`src/rtl/fetch_unit.sv`:
```
// Instruction fetch stage: issues 16-bit imem reads over req/ack and buffers up to
// two returned words for decode, honouring predicted and execute-stage redirects.
module fetch_unit #(
    parameter logic [15:0] RESET_PC  = 16'h0000,
    parameter int unsigned BUF_DEPTH = 2
) (
    input  logic        clk,
    input  logic        rst,
    input  logic [15:0] pc_next_in,
    input  logic [7:0]  stall,
    input  logic        redirect_valid,
    input  logic [15:0] redirect_pc,
    output logic        imem_req,
    output logic [15:0] imem_addr,
    input  logic        imem_ack,
    input  logic [15:0] imem_rdata,
    output logic        if_valid,
    output logic [15:0] if_instr,
    output logic [15:0] pc_out,
    output logic [2:0]  three_msb,
    output logic [12:0] thirteen_lsb
);

    localparam int unsigned PC_W  = 16;
    localparam int unsigned CNT_W = 2;

    localparam logic [1:0] S_IDLE    = 2'd0;
    localparam logic [1:0] S_WAIT    = 2'd1;
    localparam logic [1:0] S_DISCARD = 2'd2;

    logic [1:0]      state, state_nx;
    logic [PC_W-1:0] fetch_pc, fetch_pc_nx;
    logic            req_q, req_nx;
    logic [PC_W-1:0] addr_q, addr_nx;

    // Two-slot shift FIFO; slot 0 is the head presented to decode.
    logic            v0, v1, v0_nx, v1_nx;
    logic [PC_W-1:0] pc0, pc1, pc0_nx, pc1_nx;
    logic [PC_W-1:0] ins0, ins1, ins0_nx, ins1_nx;

    logic [CNT_W-1:0] count;
    logic [PC_W-1:0]  seq_pc;
    logic [PC_W-1:0]  target_raw;
    logic [PC_W-1:0]  target;
    logic             pop;
    logic             flush;
    logic             push;

    assign count      = CNT_W'(v0) + CNT_W'(v1);
    assign seq_pc     = pc0 + PC_W'(2);
    assign pop        = v0 && (stall == 8'h00) && !redirect_valid;
    assign flush      = redirect_valid || (pop && (pc_next_in != seq_pc));
    assign target_raw = redirect_valid ? redirect_pc : pc_next_in;
    assign target     = {target_raw[PC_W-1:1], 1'b0};
    assign push       = (state == S_WAIT) && imem_ack && !flush;

    always_comb begin
        state_nx    = state;
        fetch_pc_nx = fetch_pc;
        req_nx      = req_q;
        addr_nx     = addr_q;
        v0_nx       = v0;
        pc0_nx      = pc0;
        ins0_nx     = ins0;
        v1_nx       = v1;
        pc1_nx      = pc1;
        ins1_nx     = ins1;

        case (state)
            S_IDLE: begin
                if (flush || (32'(count) < BUF_DEPTH)) begin
                    state_nx = S_WAIT;
                    req_nx   = 1'b1;
                    addr_nx  = flush ? target : fetch_pc;
                end
            end
            S_WAIT: begin
                if (imem_ack) begin
                    state_nx    = S_IDLE;
                    req_nx      = 1'b0;
                    fetch_pc_nx = {fetch_pc[PC_W-1:1] + 15'd1, 1'b0};
                end else if (flush) begin
                    state_nx = S_DISCARD;
                end
            end
            S_DISCARD: begin
                if (imem_ack) begin
                    state_nx = S_IDLE;
                    req_nx   = 1'b0;
                end
            end
            default: begin
                state_nx = S_IDLE;
                req_nx   = 1'b0;
            end
        endcase

        // A redirect target always wins over the sequential increment.
        if (flush) begin
            fetch_pc_nx = target;
        end

        if (pop) begin
            v0_nx   = v1;
            pc0_nx  = pc1;
            ins0_nx = ins1;
            v1_nx   = 1'b0;
            pc1_nx  = '0;
            ins1_nx = '0;
        end

        if (push) begin
            if (!v0_nx) begin
                v0_nx   = 1'b1;
                pc0_nx  = fetch_pc;
                ins0_nx = imem_rdata;
            end else begin
                v1_nx   = 1'b1;
                pc1_nx  = fetch_pc;
                ins1_nx = imem_rdata;
            end
        end

        if (flush) begin
            v0_nx   = 1'b0;
            pc0_nx  = '0;
            ins0_nx = '0;
            v1_nx   = 1'b0;
            pc1_nx  = '0;
            ins1_nx = '0;
        end
    end

    always_ff @(posedge clk) begin
        if (rst) begin
            state    <= S_IDLE;
            fetch_pc <= {RESET_PC[PC_W-1:1], 1'b0};
            req_q    <= 1'b0;
            addr_q   <= RESET_PC;
            v0       <= 1'b0;
            pc0      <= '0;
            ins0     <= '0;
            v1       <= 1'b0;
            pc1      <= '0;
            ins1     <= '0;
        end else begin
            state    <= state_nx;
            fetch_pc <= fetch_pc_nx;
            req_q    <= req_nx;
            addr_q   <= addr_nx;
            v0       <= v0_nx;
            pc0      <= pc0_nx;
            ins0     <= ins0_nx;
            v1       <= v1_nx;
            pc1      <= pc1_nx;
            ins1     <= ins1_nx;
        end
    end

    assign imem_req     = req_q;
    assign imem_addr    = addr_q;
    assign if_valid     = v0;
    assign if_instr     = ins0;
    assign pc_out       = pc0;
    assign three_msb    = ins0[15:13];
    assign thirteen_lsb = ins0[12:0];

endmodule

```
`config.mk`:
```
export PLATFORM = sky130hd
export DESIGN_NAME = fetch_unit
export DESIGN_NICKNAME = d
export VERILOG_FILES = /design/src/rtl/fetch_unit.sv
export SDC_FILE = /design/constraint.sdc
export NUM_CORES = 1
export LEC_CHECK = 0
export ABC_AREA = 1
export CAP_MARGIN = 20
export CELL_PAD_IN_SITES_DETAIL_PLACEMENT = 1
export CELL_PAD_IN_SITES_GLOBAL_PLACEMENT = 1
export CORE_ASPECT_RATIO = 0.5
export CORE_MARGIN = 10
export CORE_UTILIZATION = 38
export DETAILED_ROUTE_END_ITERATION = 10
export GPL_TIMING_DRIVEN = 0
export PLACE_DENSITY = 0.94
export SLEW_MARGIN = 5
export SYNTH_ARGS = -nofsm -noshare
export SYNTH_HDL_FRONTEND = slang
export SYNTH_SLANG_ARGS = --single-unit
```
`constraint.sdc`:
```
create_clock -name clk -period 3.8 [get_ports clk]
set_input_delay 0.76 -clock clk [delete_from_list [all_inputs] [get_ports clk]]
set_output_delay 0.76 -clock clk [all_outputs]
set_load 0.02 [all_outputs]
```
==> impl_metrics.env <==
export IMPL_numCtsBuffers=9
export IMPL_hold_buffers=0
export IMPL_cts_num_sinks=99
export IMPL_slew_headroom_pct=62.8
export IMPL_remaining_drc_errors=0
export IMPL_maxCapViolCount=0
export IMPL_wirelength_um=22700
export IMPL_fin_skew_ps=9.60
export IMPL_required_ps=4100
export IMPL_multi_input_comb_area_um2=3000
export IMPL_area_growth_pct=31.6
export IMPL_post_drt_wl_per_cell_um=18.9
export IMPL_cts_resized=0
export IMPL_drive_above_1_share_pct=7.78
export IMPL_avgViaCountPerCell=5.33
export IMPL_max_freq_mhz=334
export IMPL_layout_nets=1064
export IMPL_vdd_drop_max_mv=0.186
export IMPL_synth_fp_nets=931
export IMPL_fillerInstances=1905
export IMPL_drv_slew=0
export IMPL_start_util_pct=38.7
export IMPL_critPathTopFamily="simple AND/OR/NAND/NOR gates"
export IMPL_cts_root_buf="clkbuf_16"
export IMPL_die_h_um=106
export IMPL_ios=126
export IMPL_syn_instance_count=866
export IMPL_cp_common_cell="nor2_1"
export IMPL_ys_seq_area_share_pct=35.6
export IMPL_timing_setup_tns_ps=0
export IMPL_fin_crit_sh_pct=78.7
export IMPL_start_kind="input pin"
export IMPL_dp_hpwl_um=17200
export IMPL_io_buffers=122
export IMPL_synthesis_area_um2=5560
export IMPL_antenna_found_initial=0
export IMPL_holdCritPathClass="register to register"
export IMPL_dieArea_um2=20200
export IMPL_tightest_slew_ps=558
export IMPL_ys_warnings_count=0
export IMPL_crit_arrival_ps=3290
export IMPL_period_minus_slack_ps=2990
export IMPL_path_buf_inv=2
export IMPL_clk_latency_ps=360
export IMPL_antenna_cells=0
export IMPL_drt_iter0_drc=367
export IMPL_ff_latch_area_um2=1980
export IMPL_synth_distinct_cells=37
export IMPL_htree_levels=3
export IMPL_critPathMaxFanout=10
export IMPL_setup_viol=0
export IMPL_setup_slack_ps=809
export IMPL_num_vias=6406
export IMPL_gr_total_overflow=0
export IMPL_crit_type="input pin to register"
export IMPL_grt_max_degree=17
export IMPL_rows=31
export IMPL_fp_coreArea_um2=14400
export IMPL_cts_setup_buffers=0
export IMPL_clk_path_buf_depth=2
export IMPL_final_cell_mix="287 x nand2_1, 122 x clkdlybuf4s50_1, 118 x nor2_1, 99 x dfxtp_1, 65 x o21ai_0"
export IMPL_synth_avg_cell_area_um2=6.42
export IMPL_place_worst_setup_slack_ps=540
export IMPL_path_clk_slew_ps=70
export IMPL_final_common_cell="nand2_1"
export IMPL_grt_pass1_vias=6722
export IMPL_power_density_nw_per_um2=365
export IMPL_crit_chain="clkdlybuf4s50_1 -> xnor2_1 -> nand3_1 -> nor2_1 -> nand2_1 -> nor2_1 -> nand2_1 -> nor2_1 -> nand2_1 -> nand2_4 -> nand2_8 -> buf_2 -> o21ai_0 -> nor2_1 -> nor2_1"
export IMPL_gp_congestion=0.959
export IMPL_die_x_um=191
export IMPL_grt_usage_pct=22.0
export IMPL_status="complete, no violations"
export IMPL_finalHoldViolCount=0
export IMPL_dr_pass1_iters=5
export IMPL_end_kind="register"
export IMPL_p_leak_nw=3.12
export IMPL_ys_seq_elements=99
export IMPL_critPathMaxStageDelay_ps=560
export IMPL_rsz0062_at_grt="false"
export IMPL_drtAntennaViolNets=0
export IMPL_grt_pass1_wl_um=35900
export IMPL_cts_tree="done"
export IMPL_crit_path_top_delay_cell="clkdlybuf4s50_1"
==> area by class of cell <==
| cell class | count | share of cell area, % |
|---|---|---|
| Tap cell | 198 | 3.38 |
| Clock buffer | 10 | 3.13 |
| Buffer | 57 | 4.48 |
| Multi-Input combinational cell | 644 | 41.0 |
| Sequential cell | 99 | 27.1 |
| Inverter | 66 | 3.40 |
| Clock inverter | 5 | 0.854 |
| Timing Repair Buffer | 122 | 16.7 |
==> layer usage <==
| layer | up-vias | global-route usage, % | share of wire, % |
|---|---|---|---|
| met4 | 0 | 7.65 | 2.6 |
| met5 | - | 0 | 0 |
| met1 | 3101 | 26.8 | 44 |
| met3 | 44 | 5.36 | 7.2 |
| met2 | 235 | 37.1 | 46 |
| li1 | 3026 | - | - |
==> logic make-up after synthesis <==
logic type      after synthesis  synth area share (%)
xor+xnor                     12                  1.89
flops                        99                  35.6
fa+ha+maj                     5                  1.12
other cells                   1                0.0674
mux                           2                 0.360
compound gates              139                  13.3
simple gates                485                  37.3
buf+inv                     123                  10.4
==> metrics by stage <==
| step | cells | power [W] | util [%] | hold slack, ps | cell area, µm² |
|---|---|---|---|---|---|
| finish | 1201 | 0.00267 | 50.9 | 455 | 7320 |
| global route | 1201 | 0.00277 | 50.9 | 483 | 7320 |
| CTS | 1201 | 0.00267 | 50.9 | 457 | 7320 |
| detailed placement | 1186 | 0.00174 | 48.9 | 448 | 7030 |
| global placement | 1186 | 0.00171 | 48.9 | 440 | 7030 |
| floorplan | 866 | 0.00147 | - | 437 | 5560 |
==> synthesized netlist by cell type <==
cell      instances  area, µm²
nor4_4            1       21.3
or2_1             1       6.26
inv_1            61        229
clkbuf_2          1       5.00
o21ai_0          65        325
inv_2             3       11.3
xnor2_1           3       26.3
o211ai_1          1       7.51
nor3_1            6       30.0
xor2_1            9       78.8
o22ai_1          31        194
mux2i_1           2       20.0
clkinv_1          1       3.75
nor2_4            3       33.8
nand2_4           3       33.8
nand3b_1          3       22.5
clkinv_2          1       5.00
or4_1             1       7.51
o21bai_1          1       7.51
buf_2            18       90.1
clkbuf_1         13       48.8
o21ai_1           2       10.0
buf_4            24        180
conb_1            1       3.75
buf_1             1       3.75
nand4_1           7       43.8
ha_1              5       62.6
dfxtp_1          99       1980
nor2_1          118        443
nand2_8           1       20.0
nor2_8            3       60.1
nand2_2           3       18.8
nand3_1          45        225
nor2_2            2       12.5
nand2_1         287       1080
nand3_4           1       17.5
a21oi_1          39        195
==> registers in the layout, summed over array words and instances (netlist names) <==
signal	cells
v1	1
imem_req	1
state	2
if_valid	1
if_instr	16
ins1	16
fetch_pc	15
pc1	16
imem_addr	15
pc_out	16
==> report_power, final <==
group | switching (W) | total (W) | internal [W]
Combinational | 0.000347 | 0.000581 | 0.000235
Sequential | 0.0000558 | 0.00115 | 0.00109
Clock | 0.000430 | 0.000942 | 0.000512
Total | 0.000832 | 0.00267 | 0.00184
==> path summary, 6_finish.rpt <==
| check | slack (ps) | depth (start not counted) | from | to |
|---|---|---|---|---|
| hold reg to reg | 460 | 2 | imem_req | imem_req |
| setup reg to reg | 1030 | 16 | pc_out[2] | imem_addr[5] |
| setup / recovery | 810 | 15 | pc_next_in[2] | imem_addr[5] |
| hold / removal | 460 | 2 | imem_req | imem_req |
==> worst min-delay path, stage by stage, from the launching register on <==
cell and delay (ps):
dfxtp_1 310, inv_1 50, a21oi_1 50
(Power assumes the default switching activity.)
==> patch, RTL diff (config.mk and constraints unchanged) <==
Reset style: asynchronous (`rst`), changed in one clocked block.
--- a/src/rtl/fetch_unit.sv
+++ b/src/rtl/fetch_unit.sv
@@ -132,5 +132,5 @@
     end
 
-    always_ff @(posedge clk) begin
+    always_ff @(posedge clk or posedge rst) begin
         if (rst) begin
             state    <= S_IDLE;
Function: differs if rst is asserted again (counterexample within 4 cycles, from zero or initial values and one cycle with rst high); with rst held inactive, the same outputs for 4 cycles.
==> patch against the unedited design <==
Die area increased by 19%. Final area increased by 19%. Synthesized area rose by 23%. Synthesized cell count rose by 24%. First-iteration DRC count is 91% higher. Wire length is 29% higher. Critical path depth is 4 lower. Setup slack got worse by 0.47 ns. Non-clock buffer count grew 27. Global-route usage up 1.9 points. Sequential cell count unchanged. Count of clock-buffer cells in the layout is 1 lower. Largest cell class unchanged. Highest routed layer unchanged.
Power is not compared: it rests on default switching activity, and its combinational part moved more than twofold at a synthesized area within 25%.
==> patch: results (changes against the unedited design) <==
| Metric | Value |
|---|---|
| Multi-input gate count | `795 (+23%)` |
| Clock-cell share of area | `3.468% (-0.51 points)` |
| Placed Cells incl. Taps | `1,432 (+21%)` |
| Worst path top cell family by delay | `buffers and inverters` |
| Synth cell count leaders | `nand2_1, dfrtp_1, inv_1` |
| Synth unique cells | `28 (-24%)` |
| Cell Area, Placed | `8391 sq um (+19%)` |
| Fraction of area in registers | `28.49% (+1.4 points)` |
| Slew margin rel. | `51.76% (-11 points)` |
| Worst Skew | `0.01307 ns (+0.003466 ns)` |
| Iter 0 DRT Violations | `701 (+91%)` |
| Global-route met1 utilization | `28.99% (+2.2 points)` |
| WL final | `29,240 um (+29%)` |
| GR Util met3 | `5.143% (-0.22 points)` |
| P&R area growth vs syn | `27.18%` |
| Signal buffers | `206 (+15%)` |
| FFs w/ async S/R, synth | `100.0% (+100 points)` |
| Ys flop type | `dfrtp_1` |
| Largest net degree at the start of global routing | `52 (+35)` |
| Area of the multi-input gates | `3600 sq um (+20%)` |
| Placer Congestion | `0.9162 (-4.4%)` |
| Metal2 WL | `14,190 um (+35%)` |
| Router iterations before antenna repair | `6 (+1)` |
| Fin nets | `1,274 (+20%)` |
| Number of global-route vias before repair | `8,690 (+29%)` |
| Top cells by area, synth | `dfrtp_1, nand2_1, nand4_1` |
| Syn_nets | `1,139 (+22%)` |
| Buffer share of cell area | `19.01% (-2.1 points)` |
| Outcome | `finished, final reports clean` |
| Hpwl dp | `22,060 um (+28%)` |
| Arrival @ worst endpoint | `3.71 ns (+0.42 ns)` |
| Number of port buffers | `123 (+0.82%)` |
| Register area share after synthesis | `36.24% (+0.61 points)` |
| Met1 Routed Length | `11,900 um (+20%)` |
| Signal inverters | `98 (+48%)` |
| Vias per cell | `5.695 (+6.8%)` |
| Worst slack, placed | `-0.0004889 ns (-0.5410 ns)` |
| Routed vias | `8,247 (+29%)` |
| Fillers | `2,346 (+23%)` |
| Grt met2 use | `41.67% (+4.5 points)` |
| GRT Total Usage | `23.92% (+1.9 points)` |
| Post-Syn Instances | `1,074 (+24%)` |
| First-pass GRT wire length | `46,820 um (+31%)` |
## patch: kinds of logic after synthesis
| family | after synthesis | synth area share, % |
|---|---|---|
| AOI/OAI and AO/OA | 152 | 11.46 |
| and+or+nand+nor | 621 | 38.14 |
| buffers and inverters | 180 | 11.15 |
| other | 1 | 0.05485 |
| xor gates and xnor gates | 16 | 2.050 |
| DFF | 99 | 36.24 |
| adders and majority gates | 5 | 0.9151 |
## patch: report_power, final
group	leakage (nW)	switching (mW)	internal, mW
sequential	1.33	0.158	1.22
clock	0.142	0.463	0.517
combinational	2.52	0.977	0.545
## patch: worst reg2reg max path: cells and delay by family, from the launching register on
family / cells / cell delay [ns]
flops: 1 / 0.44
fa+ha+maj: 1 / 0.24
buf+inv: 2 / 0.34
simple gates: 13 / 1.76
compound gates: 1 / 0.29
## patch: worst paths after layout
kind | cells past startpoint | end | slack [ns] | start
setup / recovery | 11 | fetch_pc[6]$_DFFE_PP0P_ | 0.34 | redirect_valid
hold / removal | 2 | imem_addr[14]$_DFFE_PP0P_ | 0.48 | imem_addr[14]$_DFFE_PP0P_
setup reg to reg | 17 | fetch_pc[6]$_DFFE_PP0P_ | 0.63 | pc_out[2]$_DFF_PP0_
hold reg to reg | 2 | imem_addr[14]$_DFFE_PP0P_ | 0.48 | imem_addr[14]$_DFFE_PP0P_
max in group asynchronous | 3 | if_instr[11]$_DFF_PP0_ | 2.20 | rst
min in group asynchronous | 2 | fetch_pc[14]$_DFFE_PP0P_ | 0.87 | rst
## patch: timing repair
action                                  in CTS  in global routing
resized for setup                            0                  1
endpoints found under the hold margin        0                  0
endpoints found under the setup margin       0                  1
